==> config.mk <==
export PLATFORM = sky130hd
export DESIGN_NAME = crc_frame_link
export DESIGN_NICKNAME = d
export VERILOG_FILES = /design/src/rtl/crc_frame_link.sv
export SDC_FILE = /design/constraint.sdc
export NUM_CORES = 1
export LEC_CHECK = 0
export ABC_AREA = 1
export BUFFER_PORTS_ARGS = -buffer_cell sky130_fd_sc_hd__buf_2
export CORE_MARGIN = 1
export CORE_UTILIZATION = 40
export DETAILED_ROUTE_END_ITERATION = 10
export PLACE_DENSITY = 0.65
export SLEW_MARGIN = 0
export SYNTH_ARGS = -nofsm -noshare
export SYNTH_HDL_FRONTEND = slang
export SYNTH_SLANG_ARGS = --single-unit
==> constraint.sdc <==
create_clock -name GCLK -period 1.25 [get_ports GCLK]
set_input_delay 0.0625 -clock GCLK [delete_from_list [all_inputs] [get_ports GCLK]]
set_output_delay 0.0625 -clock GCLK [all_outputs]
set_load 0.05 [all_outputs]
==> src/rtl/crc_frame_link.sv <==
// Serial frame link: a transmitter that sends a payload followed by its CRC, and an
// independent receiver that re-divides the incoming stream and reports frame status.
module crc_frame_link #(
  parameter int                DATA_W = 8,
  parameter int                CRC_W  = 3,
  parameter logic [CRC_W-1:0]  POLY   = CRC_W'(3'b011)
) (
  input  logic              GCLK,
  input  logic              CLEAR_BAR,
  input  logic [DATA_W-1:0] Din,
  input  logic              Load,
  output logic              Busy,
  output logic              Serial_Out,
  output logic              Tx_Valid,
  input  logic              Serial_In,
  input  logic              Rx_Valid,
  output logic [DATA_W-1:0] Rx_Data,
  output logic              Done,
  output logic              ERROR,
  output logic [7:0]        Err_Count
);

  localparam int FRAME_N = DATA_W + CRC_W;
  localparam int CNT_W   = $clog2(FRAME_N);

  localparam logic [CNT_W-1:0] DATA_LAST  = CNT_W'(DATA_W - 1);
  localparam logic [CNT_W-1:0] CRC_LAST   = CNT_W'(CRC_W - 1);
  localparam logic [CNT_W-1:0] FRAME_LAST = CNT_W'(FRAME_N - 1);

  typedef enum logic [1:0] {
    IDLE = 2'd0,
    DATA = 2'd1,
    CRC  = 2'd2
  } tx_state_e;

  tx_state_e         state_q, state_d;
  logic [DATA_W-1:0] tx_shift_q, tx_shift_d;
  logic [CRC_W-1:0]  tx_crc_q, tx_crc_d;
  logic [CNT_W-1:0]  tx_cnt_q, tx_cnt_d;
  logic              tx_fb;

  logic [CNT_W-1:0]  rx_cnt_q, rx_cnt_d;
  logic [CRC_W-1:0]  rx_rem_q, rx_rem_d;
  logic [CRC_W-1:0]  rx_rem_next;
  logic [DATA_W-1:0] rx_stage_q, rx_stage_d;
  logic [DATA_W-1:0] rx_data_q, rx_data_d;
  logic              done_q, done_d;
  logic              error_q, error_d;
  logic [7:0]        err_count_q, err_count_d;

  // Transmit sequencing: payload bits feed the CRC LFSR while they are sent,
  // then the finished CRC register is shifted out as-is.
  always_comb begin
    state_d    = state_q;
    tx_shift_d = tx_shift_q;
    tx_crc_d   = tx_crc_q;
    tx_cnt_d   = tx_cnt_q;
    tx_fb      = 1'b0;
    case (state_q)
      IDLE: begin
        if (Load) begin
          state_d    = DATA;
          tx_shift_d = Din;
          tx_crc_d   = '0;
          tx_cnt_d   = '0;
        end
      end
      DATA: begin
        tx_fb      = tx_shift_q[DATA_W-1] ^ tx_crc_q[CRC_W-1];
        tx_crc_d   = {tx_crc_q[CRC_W-2:0], 1'b0} ^ (tx_fb ? POLY : '0);
        tx_shift_d = {tx_shift_q[DATA_W-2:0], 1'b0};
        if (tx_cnt_q == DATA_LAST) begin
          state_d  = CRC;
          tx_cnt_d = '0;
        end else begin
          tx_cnt_d = tx_cnt_q + 1'b1;
        end
      end
      CRC: begin
        tx_crc_d = {tx_crc_q[CRC_W-2:0], 1'b0};
        if (tx_cnt_q == CRC_LAST) begin
          state_d  = IDLE;
          tx_cnt_d = '0;
        end else begin
          tx_cnt_d = tx_cnt_q + 1'b1;
        end
      end
      default: begin
        state_d  = IDLE;
        tx_cnt_d = '0;
      end
    endcase
  end

  always_ff @(posedge GCLK or negedge CLEAR_BAR) begin
    if (!CLEAR_BAR) begin
      state_q    <= IDLE;
      tx_shift_q <= '0;
      tx_crc_q   <= '0;
      tx_cnt_q   <= '0;
    end else begin
      state_q    <= state_d;
      tx_shift_q <= tx_shift_d;
      tx_crc_q   <= tx_crc_d;
      tx_cnt_q   <= tx_cnt_d;
    end
  end

  assign Tx_Valid = (state_q == DATA) || (state_q == CRC);
  assign Busy     = Tx_Valid;

  always_comb begin
    case (state_q)
      DATA:    Serial_Out = tx_shift_q[DATA_W-1];
      CRC:     Serial_Out = tx_crc_q[CRC_W-1];
      default: Serial_Out = 1'b0;
    endcase
  end

  // Receive division: a valid codeword leaves a zero remainder after all
  // FRAME_N bits. A gap in Rx_Valid mid-frame throws the partial frame away.
  always_comb begin
    rx_cnt_d    = rx_cnt_q;
    rx_rem_d    = rx_rem_q;
    rx_stage_d  = rx_stage_q;
    rx_data_d   = rx_data_q;
    done_d      = 1'b0;
    error_d     = error_q;
    err_count_d = err_count_q;
    rx_rem_next = {rx_rem_q[CRC_W-2:0], Serial_In} ^ (rx_rem_q[CRC_W-1] ? POLY : '0);
    if (Rx_Valid) begin
      if (rx_cnt_q <= DATA_LAST) begin
        rx_stage_d = {rx_stage_q[DATA_W-2:0], Serial_In};
      end
      if (rx_cnt_q == FRAME_LAST) begin
        done_d    = 1'b1;
        rx_data_d = rx_stage_q;
        error_d   = |rx_rem_next;
        if ((|rx_rem_next) && (err_count_q != 8'hFF)) begin
          err_count_d = err_count_q + 8'd1;
        end
        rx_cnt_d = '0;
        rx_rem_d = '0;
      end else begin
        rx_cnt_d = rx_cnt_q + 1'b1;
        rx_rem_d = rx_rem_next;
      end
    end else if (rx_cnt_q != '0) begin
      rx_cnt_d = '0;
      rx_rem_d = '0;
    end
  end

  always_ff @(posedge GCLK or negedge CLEAR_BAR) begin
    if (!CLEAR_BAR) begin
      rx_cnt_q    <= '0;
      rx_rem_q    <= '0;
      rx_stage_q  <= '0;
      rx_data_q   <= '0;
      done_q      <= 1'b0;
      error_q     <= 1'b0;
      err_count_q <= 8'd0;
    end else begin
      rx_cnt_q    <= rx_cnt_d;
      rx_rem_q    <= rx_rem_d;
      rx_stage_q  <= rx_stage_d;
      rx_data_q   <= rx_data_d;
      done_q      <= done_d;
      error_q     <= error_d;
      err_count_q <= err_count_d;
    end
  end

  assign Rx_Data   = rx_data_q;
  assign Done      = done_q;
  assign ERROR     = error_q;
  assign Err_Count = err_count_q;

endmodule

==> impl_summary.log, run 1 <==
INFO  metric globalRoute.totalOverflow = 0
INFO  metric floorplan.die_area = ~6700 sq um
INFO  metric grt_pass1_vias = 2123
INFO  metric drt-wirelength-per-cell = roughly 13 um
INFO  metric post-route-cell-area = approximately 3700 sq um
INFO  metric synth.yosys.warnings = 0
INFO  metric area_post_placement = roughly 3100 sq um
INFO  metric dp_hpwl = between 3000 and 4000 um
INFO  metric startpoint_type = register
INFO  metric number_of_enable_type_register_cells_in_the_synthesized_netlist = 0
INFO  metric skew_final = 12.1 ps
INFO  metric post_synth.cell_area_avg = ~8.4 sq um
INFO  metric diodes = 0
INFO  metric synth_largest_type_area_fraction = 49.1%
INFO  metric total_leakage_power = ~1.8 nW
INFO  metric clockBufferDepth = 2
INFO  metric reg2reg_slack = -180 ps
INFO  metric yosysSeqAreaShare = between 40% and 50%
INFO  metric synthFlopType = dfrtp_1
INFO  metric critical_path.max_fanout = 3
INFO  metric timing.rr.end = tx_crc_q[2]$_DFFE_PN0P_
INFO  metric maxCapViolations = 0
INFO  metric die_y = ~82 um
INFO  metric rsz0062_at_grt = true
INFO  metric num-nets-final = around 420
INFO  metric fillerInstances = slightly below 500
INFO  metric synth.largest_area_cell = dfrtp_1
INFO  metric path_class = reg2out
INFO  metric slew_of_the_pin_with_the_lowest_slew_margin = between 300 and 400 ps
INFO  metric synth-async-reset-ratio = between 90% and 100%
INFO  metric grt_pass1_wl = approximately 9200 um
INFO  metric numPlacedInstances = ~440
INFO  metric wirelength = between 5000 and 6000 um
INFO  metric layout_setup_ws = -216 ps
INFO  metric io_buffer_count = 33
INFO  metric final_period_minus_worst_setup_slack = 1470 ps
INFO  metric holdPathEnd = tx_shift_q[7]$_DFFE_PN0P_
INFO  metric synth_cells = between 300 and 400
INFO  metric initial_utilization = between 40% and 50%
INFO  metric grt_use_total = between 10% and 20%
INFO  metric tritoncts = yes
INFO  metric slew_headroom = approximately 79%
INFO  metric ioPinCount = 34
INFO  metric initialDrtViolationCount = between 80 and 90
INFO  metric post_synth_instance_area = about 2500 sq um
INFO  metric yosysUniqueCellTypes = 29
INFO  metric finish.cell_count_without_fillers = 470
INFO  metric clock_insertion_delay_at_the_later_pin_of_the_skew_report = ~310 ps
INFO  metric route.antenna.remaining_nets = 0
INFO  metric peak_supply_drop = about 0.96 mV
INFO  metric syn_nets = around 330
INFO  metric min_from = Din[7]
INFO  metric timing.critical_path.required = 1190 ps
INFO  metric power_density = between 1500 and 2000 nW/um^2
INFO  metric cts.sink_count = 50
INFO  metric grt_max_degree = 51
INFO  metric ys_seq_elements = 50
INFO  metric worst_ep_arrival_time = 1400 ps
INFO  metric drive_gt1_share = approximately 44%
INFO  metric globalplace.congestion = around 0.79
INFO  metric report.final.setup_viol = 38
INFO  metric area_growth_syn_to_layout = 45.8%
INFO  metric outcome = finished, violations left
INFO  metric critical_path_sink_type = output pin
INFO  metric detailedPlace.worstSlack = -110 ps
INFO  metric holdCritPathClass = in2reg
INFO  metric reg2regPathDepth = 8
INFO  metric synth_top_cells_by_area = dfrtp_1 49%, nand2_1 15%, inv_1 5.3%
INFO  metric coreArea = roughly 6000 sq um
INFO  metric tritoncts.num_buffers = 5
INFO  metric holdWs = roughly 12 ps
INFO  metric fp.dieW = between 80 and 90 um
INFO  metric clk_pin_slew = around 90 ps
INFO  metric max_freq = 682 MHz
INFO  metric routed_via_count = 2305
INFO  metric htreeDepth = 2
INFO  metric timing.final.max_slew_violations = 0
INFO  metric antenna_found_initial = 0
INFO  metric violations_in_the_final_reports = negative setup slack
INFO  metric dr.pass1.iters = 4
INFO  metric report.power.total = about 6.7 mW
INFO  metric clock_tree.root_cell = clkbuf_8
INFO  metric route.detailed.vias_per_inst = 4.90
INFO  metric rows = 28
INFO  metric route.detailed.drc = 0
INFO  metric post-route-period-util = 117%
INFO  metric crit-reg2reg-launch = state_q[0]$_DFFE_PN0P_
INFO  metric worstHoldPathCells = 3
INFO  metric timing.final.hold_violations = 0
[cells in the mapped netlist (2+ instances only)]
| master | n |
|---|---|
| nand4_1 | 8 |
| xnor2_1 | 2 |
| o22ai_1 | 4 |
| inv_2 | 3 |
| nand3_2 | 2 |
| buf_6 | 2 |
| nand2_1 | 101 |
| ha_1 | 10 |
| dfrtp_1 | 50 |
| o21ai_2 | 7 |
| a31oi_1 | 6 |
| a21oi_1 | 3 |
| nand2_2 | 2 |
| inv_1 | 36 |
| o21ai_0 | 17 |
| nor2_4 | 2 |
| nor2_1 | 17 |
| xor2_1 | 3 |
| o21ai_1 | 4 |
| nand3_1 | 15 |
[power by group]
| part | switching, mW | internal (mW) | total, mW |
|---|---|---|---|
| logic | 1.95 | 1.54 | 3.50 |
| registers | 0.263 | 1.97 | 2.23 |
| clock network | 0.581 | 0.405 | 0.986 |
| total | 2.80 | 3.92 | 6.72 |
[metal layers]
layer | GRT usage (%) | routed length [um] | share of wire (%) | vias to the layer above
met4 | 4.74 | 102 | 1.7 | 0
met5 | 0 | 0 | 0 | -
li1 | - | - | - | 1155
met3 | 4.00 | 208 | 3.5 | 11
met2 | 29.9 | 2870 | 49 | 36
met1 | 22.7 | 2700 | 46 | 1103
[flip-flops by register name, summed over array words and instances (netlist names)]
signal	count
rx_rem_q	3
tx_crc_q	3
Rx_Data	8
state_q	2
rx_cnt_q	4
Err_Count	8
tx_cnt_q	4
Done	1
rx_stage_q	8
tx_shift_q	8
ERROR	1
[through the flow]
| stage | TNS, ps | utilization [%] |
|---|---|---|
| global route | -7770 | 61.6 |
| CTS | -2380 | 57.9 |
| floorplan | -1130 | - |
| global placement | -763 | 52.1 |
| finish | -4760 | 61.6 |
| detailed placement | -1380 | 52.1 |
[final cells by class]
type | instances | area (sq um) | area share, %
Inverter | 40 | 173 | 4.65
Clock inverter | 3 | 25.0 | 0.674
Sequential cell | 50 | 1260 | 33.9
Clock buffer | 5 | 68.8 | 1.85
Tap cell | 75 | 93.8 | 2.53
Multi-Input combinational cell | 208 | 1360 | 36.7
Timing Repair Buffer | 89 | 729 | 19.6
[cells by family (layout without fill, tap and decap cells)]
logic type / count (synthesis) / count (layout) / share of synthesized area [%]
buffers and inverters: 45 / 137 / 7.51
AOI/OAI and AO/OA: 43 / 43 / 10.5
adders and majority gates: 10 / 10 / 4.91
xor gates and xnor gates: 5 / 5 / 1.72
and+or+nand+nor: 150 / 150 / 26.2
DFF: 50 / 50 / 49.1
[worst max-delay path, cell delays in order (launching register included)]
cell and delay, ps:
dfrtp_1 400, inv_2 90, ha_4 280, inv_4 40, a21oi_4 110, buf_6 170
[repair_timing]
| action | 4_1_cts | 5_1_grt |
|---|---|---|
| setup buffers | 13 | 11 |
| resized for setup | 43 | 35 |
| hold endpoints to repair | 50 | 0 |
| hold buffers | 1 | 0 |
| gates cloned | 0 | 1 |
| pin swaps | 9 | 12 |
| endpoints found under the setup margin | 36 | 52 |
[worst max path at each step]
stage                            start                 endpoint  slack [ps]  cells after the start
5_1_grt         state_q[0]$_DFFE_PN0P_               Serial_Out        -270                      5
2_1_floorplan  rx_cnt_q[0]$_DFFE_PN0P_        ERROR$_DFFE_PN0P_         -90                      8
3_3_place_gp   tx_cnt_q[0]$_DFFE_PN0P_  tx_cnt_q[1]$_DFFE_PN0P_         -70                      6
6_report        state_q[0]$_DFFE_PN0P_               Serial_Out        -220                      5
3_5_place_dp    state_q[1]$_DFFE_PN0P_   state_q[0]$_DFFE_PN0P_        -110                      8
4_1_cts         state_q[1]$_DFFE_PN0P_               Serial_Out        -220                      5
[placed cells by master, fill, tap and decap left out, drive strengths merged, types with 6 or more instances in the layout]
master,count
nand2,103
buf,87
dfrtp,50
inv,40
o21ai,29
nor2,20
nand3,18
ha,10
nand4,8
a31oi,6
clkbuf,6
Power figures use the tool's default switching activity.
==> run 2: changes to the inputs <==
- CAP_MARGIN: not set -> 40
- RECOVER_POWER: not set -> 50
==> run 2 against run 1 <==
  * The run still ends with negative setup slack left
  * Sequential power about the same
  * Worst setup slack unchanged
  * Clock power hardly changed
  * Cell count unchanged
  * Critical endpoint unchanged
  * Largest cell class unchanged
==> impl_summary.log, run 2 (synthesized netlist as in run 1, its figures left out) <==
INFO  metric post-route-cell-area = 3700 sq um (-0.34%)
INFO  metric initial_utilization = 42.3% (unchanged)
INFO  metric htreeDepth = 2 (unchanged)
INFO  metric grt_max_degree = 51 (unchanged)
INFO  metric tritoncts.num_buffers = 5 (unchanged)
INFO  metric worstPathBufferInverterCount = 3 (unchanged)
INFO  metric violations_in_the_final_reports = negative setup slack
INFO  metric drive_gt1_share = 44.3% (unchanged)
INFO  metric antenna_found_initial = 0 (unchanged)
INFO  metric holdCritPathClass = in2reg
INFO  metric fp.dieW = 81.8 um (unchanged)
INFO  metric power.share.sequential = 33.3% (about the same)
INFO  metric clock_tree.root_cell = clkbuf_8
INFO  metric cts.sink_count = 50 (unchanged)
INFO  metric route.antenna.remaining_nets = 0 (unchanged)
INFO  metric max_freq = 682 MHz (unchanged)
INFO  metric floorplan.die_area = 6690 sq um (unchanged)
INFO  metric power_density = 1810 nW/um^2 (+0.24%)
INFO  metric globalplace.congestion = 0.788 (unchanged)
INFO  metric report.power.total = 6.71 mW (about the same)
INFO  metric grt_pass1_wl = 9160 um (unchanged)
INFO  metric layout_setup_ws = -216 ps (unchanged)
INFO  metric path_class = reg2out
INFO  metric skew_final = 12.1 ps (unchanged)
INFO  metric setup_tns = -4750 ps (+0.810 ps)
INFO  metric worstSetupStartpoint = state_q[0]$_DFFE_PN0P_
INFO  metric total_leakage_power = 1.82 nW (-0.26%)
INFO  metric grt_pass1_vias = 2123 (unchanged)
INFO  metric clock_insertion_delay_at_the_later_pin_of_the_skew_report = 310 ps (about the same)
INFO  metric route.detailed.drc = 0 (unchanged)
INFO  metric power.share.clock = 14.7% (about the same)
INFO  metric layout_commonest_cell = nand2_1
INFO  metric dr.pass1.iters = 4 (unchanged)
INFO  metric worst_ep_arrival_time = 1400 ps (about the same)
INFO  metric swShare = 41.7% (about the same)
INFO  metric dp_hpwl = 3800 um (unchanged)
INFO  metric cell_with_the_largest_stage_delay_on_the_worst_path = dfrtp_1
INFO  metric min_from = Din[7]
INFO  metric report.final.setup_viol = 38 (unchanged)
INFO  metric critical_path_sink_type = output pin
INFO  metric route.detailed.vias_per_inst = 4.91 (about the same)
INFO  metric routed_via_count = 2306 (+0.043%)
INFO  metric internal_power = 3.91 mW (-0.13%)
INFO  metric globalRoute.totalOverflow = 0 (unchanged)
INFO  metric area_growth_syn_to_layout = 45.3%
INFO  metric die_y = 81.8 um (unchanged)
INFO  metric path_cells = inv_2 > ha_4 > inv_4 > a21oi_4 > buf_6
INFO  metric final_period_minus_worst_setup_slack = 1470 ps (unchanged)
INFO  metric maxCapViolations = 0 (unchanged)
INFO  metric peak_supply_drop = 0.956 mV (-0.13%)
INFO  metric clockBufferDepth = 2 (unchanged)
INFO  metric num-nets-final = 417 (unchanged)
INFO  metric timing.critical_path.required = 1190 ps (about the same)
INFO  metric initialDrtViolationCount = 86 (unchanged)
INFO  metric top_library_cells_by_usage_in_the_layout_fill_and_taps_aside = 82 x nand2_1, 43 x dfrtp_1, 35 x buf_4
INFO  metric diodes = 0 (unchanged)
INFO  metric worst_stage_delay_on_the_critical_path = 400 ps (about the same)
INFO  metric power.share.combinational = 52.0% (about the same)
INFO  metric detailedPlace.worstSlack = -110 ps (unchanged)
INFO  metric total_net_switching_power = 2.80 mW (about the same)
INFO  metric area_post_placement = 3140 sq um (unchanged)
INFO  metric grt_use_total = 17.7% (unchanged)
INFO  metric rows = 28 (unchanged)
INFO  metric critical_path.max_fanout = 3 (unchanged)
INFO  metric timing.final.hold_violations = 0 (unchanged)
INFO  metric ioPinCount = 34 (unchanged)
INFO  metric slew_headroom = 53.2% (-26 points)
INFO  metric slew_of_the_pin_with_the_lowest_slew_margin = 702 ps (+386 ps)
INFO  metric drt-wirelength-per-cell = 12.5 um (about the same)
INFO  metric crit-reg2reg-launch = state_q[0]$_DFFE_PN0P_
INFO  metric rsz0062_at_grt = true
INFO  metric coreArea = 6030 sq um (unchanged)
INFO  metric finish.cell_count_without_fillers = 470 (unchanged)
INFO  metric clk_pin_slew = 90 ps (about the same)
INFO  metric numPlacedInstances = 438 (unchanged)
INFO  metric startpoint_type = register
INFO  metric tritoncts = yes
INFO  metric timing.final.max_slew_violations = 0 (unchanged)
INFO  metric outcome = finished, violations left
INFO  metric io_buffer_count = 33 (unchanged)
INFO  metric post-route-period-util = 117% (unchanged)
INFO  metric wirelength = 5880 um (about the same)
INFO  metric worst_path_dominant_cell_family = flip-flops
==> run 2: path summary, 6_finish.rpt <==
check | endpoint | slack [ps] | depth (start not counted)
max | Serial_Out | -220 | 5
min | tx_shift_q[7]$_DFFE_PN0P_ | 10 | 3
min reg2reg | Rx_Data[3]$_DFFE_PN0P_ | 490 | 2
min in group asynchronous | tx_cnt_q[2]$_DFFE_PN0P_ | 430 | 3
max in group asynchronous | Err_Count[5]$_DFFE_PN0P_ | 310 | 3
max reg2reg | tx_crc_q[2]$_DFFE_PN0P_ | -180 | 8
==> run 2: metrics by stage <==
step / util, % / hold WS, ps
floorplan: - / -233
finish: 61.4 / 11.6
detailed placement: 52.1 / 79.0
CTS: 57.9 / 6.10
global placement: 52.1 / 73.9
global route: 61.4 / 7.60
==> run 2: timing repair <==
| item | 4_1_cts | 5_1_grt |
|---|---|---|
| setup buffers | 13 | 11 |
| hold endpoints to repair | 50 | 0 |
| setup endpoints to repair | 36 | 52 |
| pin swaps | 9 | 12 |
| gates cloned | 0 | 1 |
| gates resized for setup | 43 | 35 |
| hold buffers | 1 | 0 |
==> run 2: routing by layer <==
metal  track usage [%]  share of wire, %
met1              22.7                46
met2              29.9                49
met3              4.00               3.5
met4              4.74               1.7
met5                 0                 0
==> run 2: worst register-to-register path: stages, from the launching register on <==
cell	delay [ps]
dfrtp_1	400
inv_2	90
ha_4	290
inv_4	40
buf_4	140
nor2_4	150
inv_2	80
nand2_2	80
o22ai_1	70
==> run 2: power groups by stage <==
stage | registers (mW) | logic [mW] | clock network [mW]
after floorplan | 2.28 | 1.92 | 0
after global placement | 2.24 | 2.60 | 0
after detailed placement | 2.25 | 2.68 | 0
after CTS | 2.22 | 3.25 | 1.02
after global routing | 2.27 | 3.83 | 1.08
final | 2.23 | 3.49 | 0.986
==> run 2: cell type report <==
| class | count | area [sq um] |
|---|---|---|
| Inverter | 40 | 173 |
| Clock inverter | 3 | 25.0 |
| Sequential cell | 50 | 1260 |
| Clock buffer | 5 | 68.8 |
| Multi-Input combinational cell | 208 | 1360 |
| Fill cell | 490 | 2320 |
| Timing Repair Buffer | 89 | 717 |
| Tap cell | 75 | 93.8 |
==> run 3: changes to the inputs <==
==> constraint.sdc (replaced) <==
create_clock -name GCLK -period 1.25 [get_ports GCLK]
set_input_delay 0.25 -clock GCLK [delete_from_list [all_inputs] [get_ports GCLK]]
set_output_delay 0.25 -clock GCLK [all_outputs]
set_load 0.05 [all_outputs]
==> run 3 against run 2 <==
  * The flow still finishes with violations (negative setup slack)
  * First-iteration DRC count rose by 35%
  * Non-clock buffer count fell by 4
  * Worst setup slack got worse by 190 ps
  * Global-route usage rose by 0.66 points
  * Critical path depth did not move
  * Die area did not move
==> impl_summary.log, run 3 (synthesized netlist as in run 1, its figures left out) <==
INFO  metric slew_headroom = 66.4% (+13 points)
INFO  metric route.detailed.drc = 0 (unchanged)
INFO  metric reg2reg_slack = -200 ps (-20 ps)
INFO  metric reg2regPathDepth = 8 (unchanged)
INFO  metric rsz0062_at_grt = true
INFO  metric power.share.combinational = 48.0% (-4.0 points)
INFO  metric power_density = 1800 nW/um^2 (-0.45%)
INFO  metric antenna_found_initial = 0 (unchanged)
INFO  metric timing.final.max_slew_violations = 0 (unchanged)
INFO  metric total_net_switching_power = 2.58 mW (-7.8%)
INFO  metric rows = 28 (unchanged)
INFO  metric fp.dieW = 81.8 um (unchanged)
INFO  metric worst_ep_arrival_time = 1410 ps (about the same)
INFO  metric clock_insertion_delay_at_the_later_pin_of_the_skew_report = 310 ps (about the same)
INFO  metric wirelength = 5680 um (-3.5%)
INFO  metric post-route-period-util = 133% (+15 points)
INFO  metric detailedPlace.worstSlack = -178 ps (-68.6 ps)
INFO  metric timing.final.hold_violations = 0 (unchanged)
INFO  metric initial_utilization = 42.3% (unchanged)
INFO  metric area_post_placement = 3120 sq um (-0.56%)
INFO  metric swShare = 38.9% (-2.8 points)
INFO  metric drive_gt1_share = 38.9% (-5.4 points)
INFO  metric globalRoute.totalOverflow = 0 (unchanged)
INFO  metric timing.rr.end = tx_shift_q[2]$_DFFE_PN0P_
INFO  metric top_library_cells_by_usage_in_the_layout_fill_and_taps_aside = 89 x nand2_1, 43 x dfrtp_1, 39 x buf_4
INFO  metric power.share.clock = 18.6% (+3.9 points)
INFO  metric grt_use_total = 18.4% (+0.66 points)
INFO  metric crit-reg2reg-launch = state_q[1]$_DFFE_PN0P_
INFO  metric htreeDepth = 2 (unchanged)
INFO  metric startpoint_type = register
INFO  metric holdPathEnd = tx_shift_q[6]$_DFFE_PN0P_
INFO  metric finish.cell_count_without_fillers = 468 (-0.43%)
INFO  metric critical_path.max_fanout = 3 (unchanged)
INFO  metric dr.pass1.iters = 4 (unchanged)
INFO  metric layout_setup_ws = -407 ps (-191 ps)
INFO  metric skew_final = 16.3 ps (+4.24 ps)
INFO  metric post-route-cell-area = 3680 sq um (-0.68%)
INFO  metric globalplace.congestion = 0.791 (+0.30%)
INFO  metric holdCritPathClass = in2reg
INFO  metric clk_pin_slew = 100 ps (about the same)
INFO  metric min_from = Din[6]
INFO  metric violations_in_the_final_reports = negative setup slack
INFO  metric io_buffer_count = 33 (unchanged)
INFO  metric power.share.sequential = 33.5% (+0.2 points)
INFO  metric peak_supply_drop = 1.06 mV (+11%)
INFO  metric clock_tree.root_cell = clkbuf_8
INFO  metric dp_hpwl = 3790 um (-0.35%)
INFO  metric fillerInstances = 500 (+2.0%)
INFO  metric tritoncts = yes
INFO  metric area_growth_syn_to_layout = 44.3%
INFO  metric route.antenna.remaining_nets = 0 (unchanged)
INFO  metric clockBufferDepth = 2 (unchanged)
INFO  metric diodes = 0 (unchanged)
INFO  metric slew_of_the_pin_with_the_lowest_slew_margin = 504 ps (-198 ps)
INFO  metric initialDrtViolationCount = 116 (+35%)
INFO  metric total_leakage_power = 1.80 nW (-0.97%)
INFO  metric worstHoldPathCells = 3 (unchanged)
INFO  metric grt_max_degree = 23 (-55%)
INFO  metric numPlacedInstances = 438 (unchanged)
INFO  metric grt_pass1_wl = 9400 um (+2.6%)
INFO  metric ioPinCount = 34 (unchanged)
INFO  metric coreArea = 6030 sq um (unchanged)
INFO  metric num-nets-final = 415 (-0.48%)
INFO  metric maxCapViolations = 0 (unchanged)
INFO  metric die_y = 81.8 um (unchanged)
INFO  metric critical_path_sink_type = output pin
INFO  metric setup_tns = -5200 ps (-441 ps)
INFO  metric drt-wirelength-per-cell = 12.1 um (-3.0%)
INFO  metric route.detailed.vias_per_inst = 4.87 (-0.75%)
INFO  metric outcome = finished, violations left
INFO  metric final_period_minus_worst_setup_slack = 1660 ps (+191 ps)
INFO  metric layout_commonest_cell = nand2_1
INFO  metric tritoncts.num_buffers = 5 (unchanged)
INFO  metric max_freq = 603 MHz (-12%)
INFO  metric grt_pass1_vias = 2125 (+0.094%)
INFO  metric routed_via_count = 2279 (-1.2%)
INFO  metric cts.sink_count = 50 (unchanged)
INFO  metric floorplan.die_area = 6690 sq um (unchanged)
INFO  metric timing.critical_path.required = 1000 ps (-190 ps)
INFO  metric report.final.setup_viol = 39 (+2.6%)
INFO  metric path_class = reg2out
INFO  metric internal_power = 4.05 mW (+3.6%)
[run 3: cell types whose count changed in the layout (fill, tap and decap cells not counted), moves of 3 or more]
cell / change
nand2_1: +7
nand3_2: +3
inv_2: -3
clkbuf_4: +3
buf_8: +3
nand2_2: -6
buf_2: -16
o21ai_2: -3
inv_8: +3
nor2_1: +3
o21ai_0: +4
inv_1: +3
buf_4: +4
[run 3: worst max path at each step]
stage                                       from         end  cells past startpoint
after floorplan           state_q[0]$_DFFE_PN0P_  Serial_Out                      4
after global placement    state_q[0]$_DFFE_PN0P_  Serial_Out                      5
after detailed placement  state_q[0]$_DFFE_PN0P_  Serial_Out                      5
after CTS                 state_q[1]$_DFFE_PN0P_  Serial_Out                      5
after global routing      state_q[1]$_DFFE_PN0P_  Serial_Out                      5
final                     state_q[1]$_DFFE_PN0P_  Serial_Out                      5
[run 3: layer usage]
metal,GRT usage [%],vias to the layer above,part of all wire (%)
met1,23.7,1082,47
li1,-,1155,-
met2,30.8,37,49
met4,5.61,0,1.1
met3,3.67,5,3.2
met5,0,-,0
[run 3: power groups by stage]
| stage | Combinational [mW] | Clock (mW) | Sequential, mW |
|---|---|---|---|
| 2_1_floorplan | 1.85 | 0 | 2.27 |
| 3_3_place_gp | 2.52 | 0 | 2.21 |
| 3_5_place_dp | 2.58 | 0 | 2.23 |
| 4_1_cts | 3.05 | 1.27 | 2.20 |
| 5_1_grt | 3.51 | 1.33 | 2.25 |
| 6_report | 3.18 | 1.23 | 2.22 |
[run 3: what timing repair did]
item,in CTS,in global routing
setup buffers,15,5
gates resized for setup,45,44
hold endpoints to repair,7,0
pin swaps,9,10
gates cloned,2,0
setup endpoints to repair,44,59
hold buffers,1,0
[run 3: worst max-delay path: stages (launching register included)]
cell,delay (ps)
dfrtp_1,400
inv_2,90
ha_4,290
inv_4,40
a21oi_4,120
buf_6,170
[run 3: cell type report]
| cell class | count | area (sq um) | share of cell area, % |
|---|---|---|---|
| sequential | 50 | 1260 | 34.3 |
| timing repair buffer | 85 | 736 | 20.0 |
| clock buffer | 6 | 82.6 | 2.25 |
| timing repair inverter | 2 | 22.5 | 0.613 |
| clock inverter | 2 | 38.8 | 1.06 |
| multi-input combinational | 208 | 1270 | 34.7 |
| tap | 75 | 93.8 | 2.55 |
| inverter | 40 | 168 | 4.56 |
[run 3: through the flow]
| stage | total power [mW] | hold WS [ps] | utilization [%] |
|---|---|---|---|
| 2_1_floorplan | 4.13 | -45.6 | - |
| 3_3_place_gp | 4.74 | 148 | 51.8 |
| 3_5_place_dp | 4.82 | 149 | 51.8 |
| 4_1_cts | 6.52 | 185 | 58.4 |
| 5_1_grt | 7.09 | 185 | 61.0 |
| 6_report | 6.63 | 193 | 61.0 |
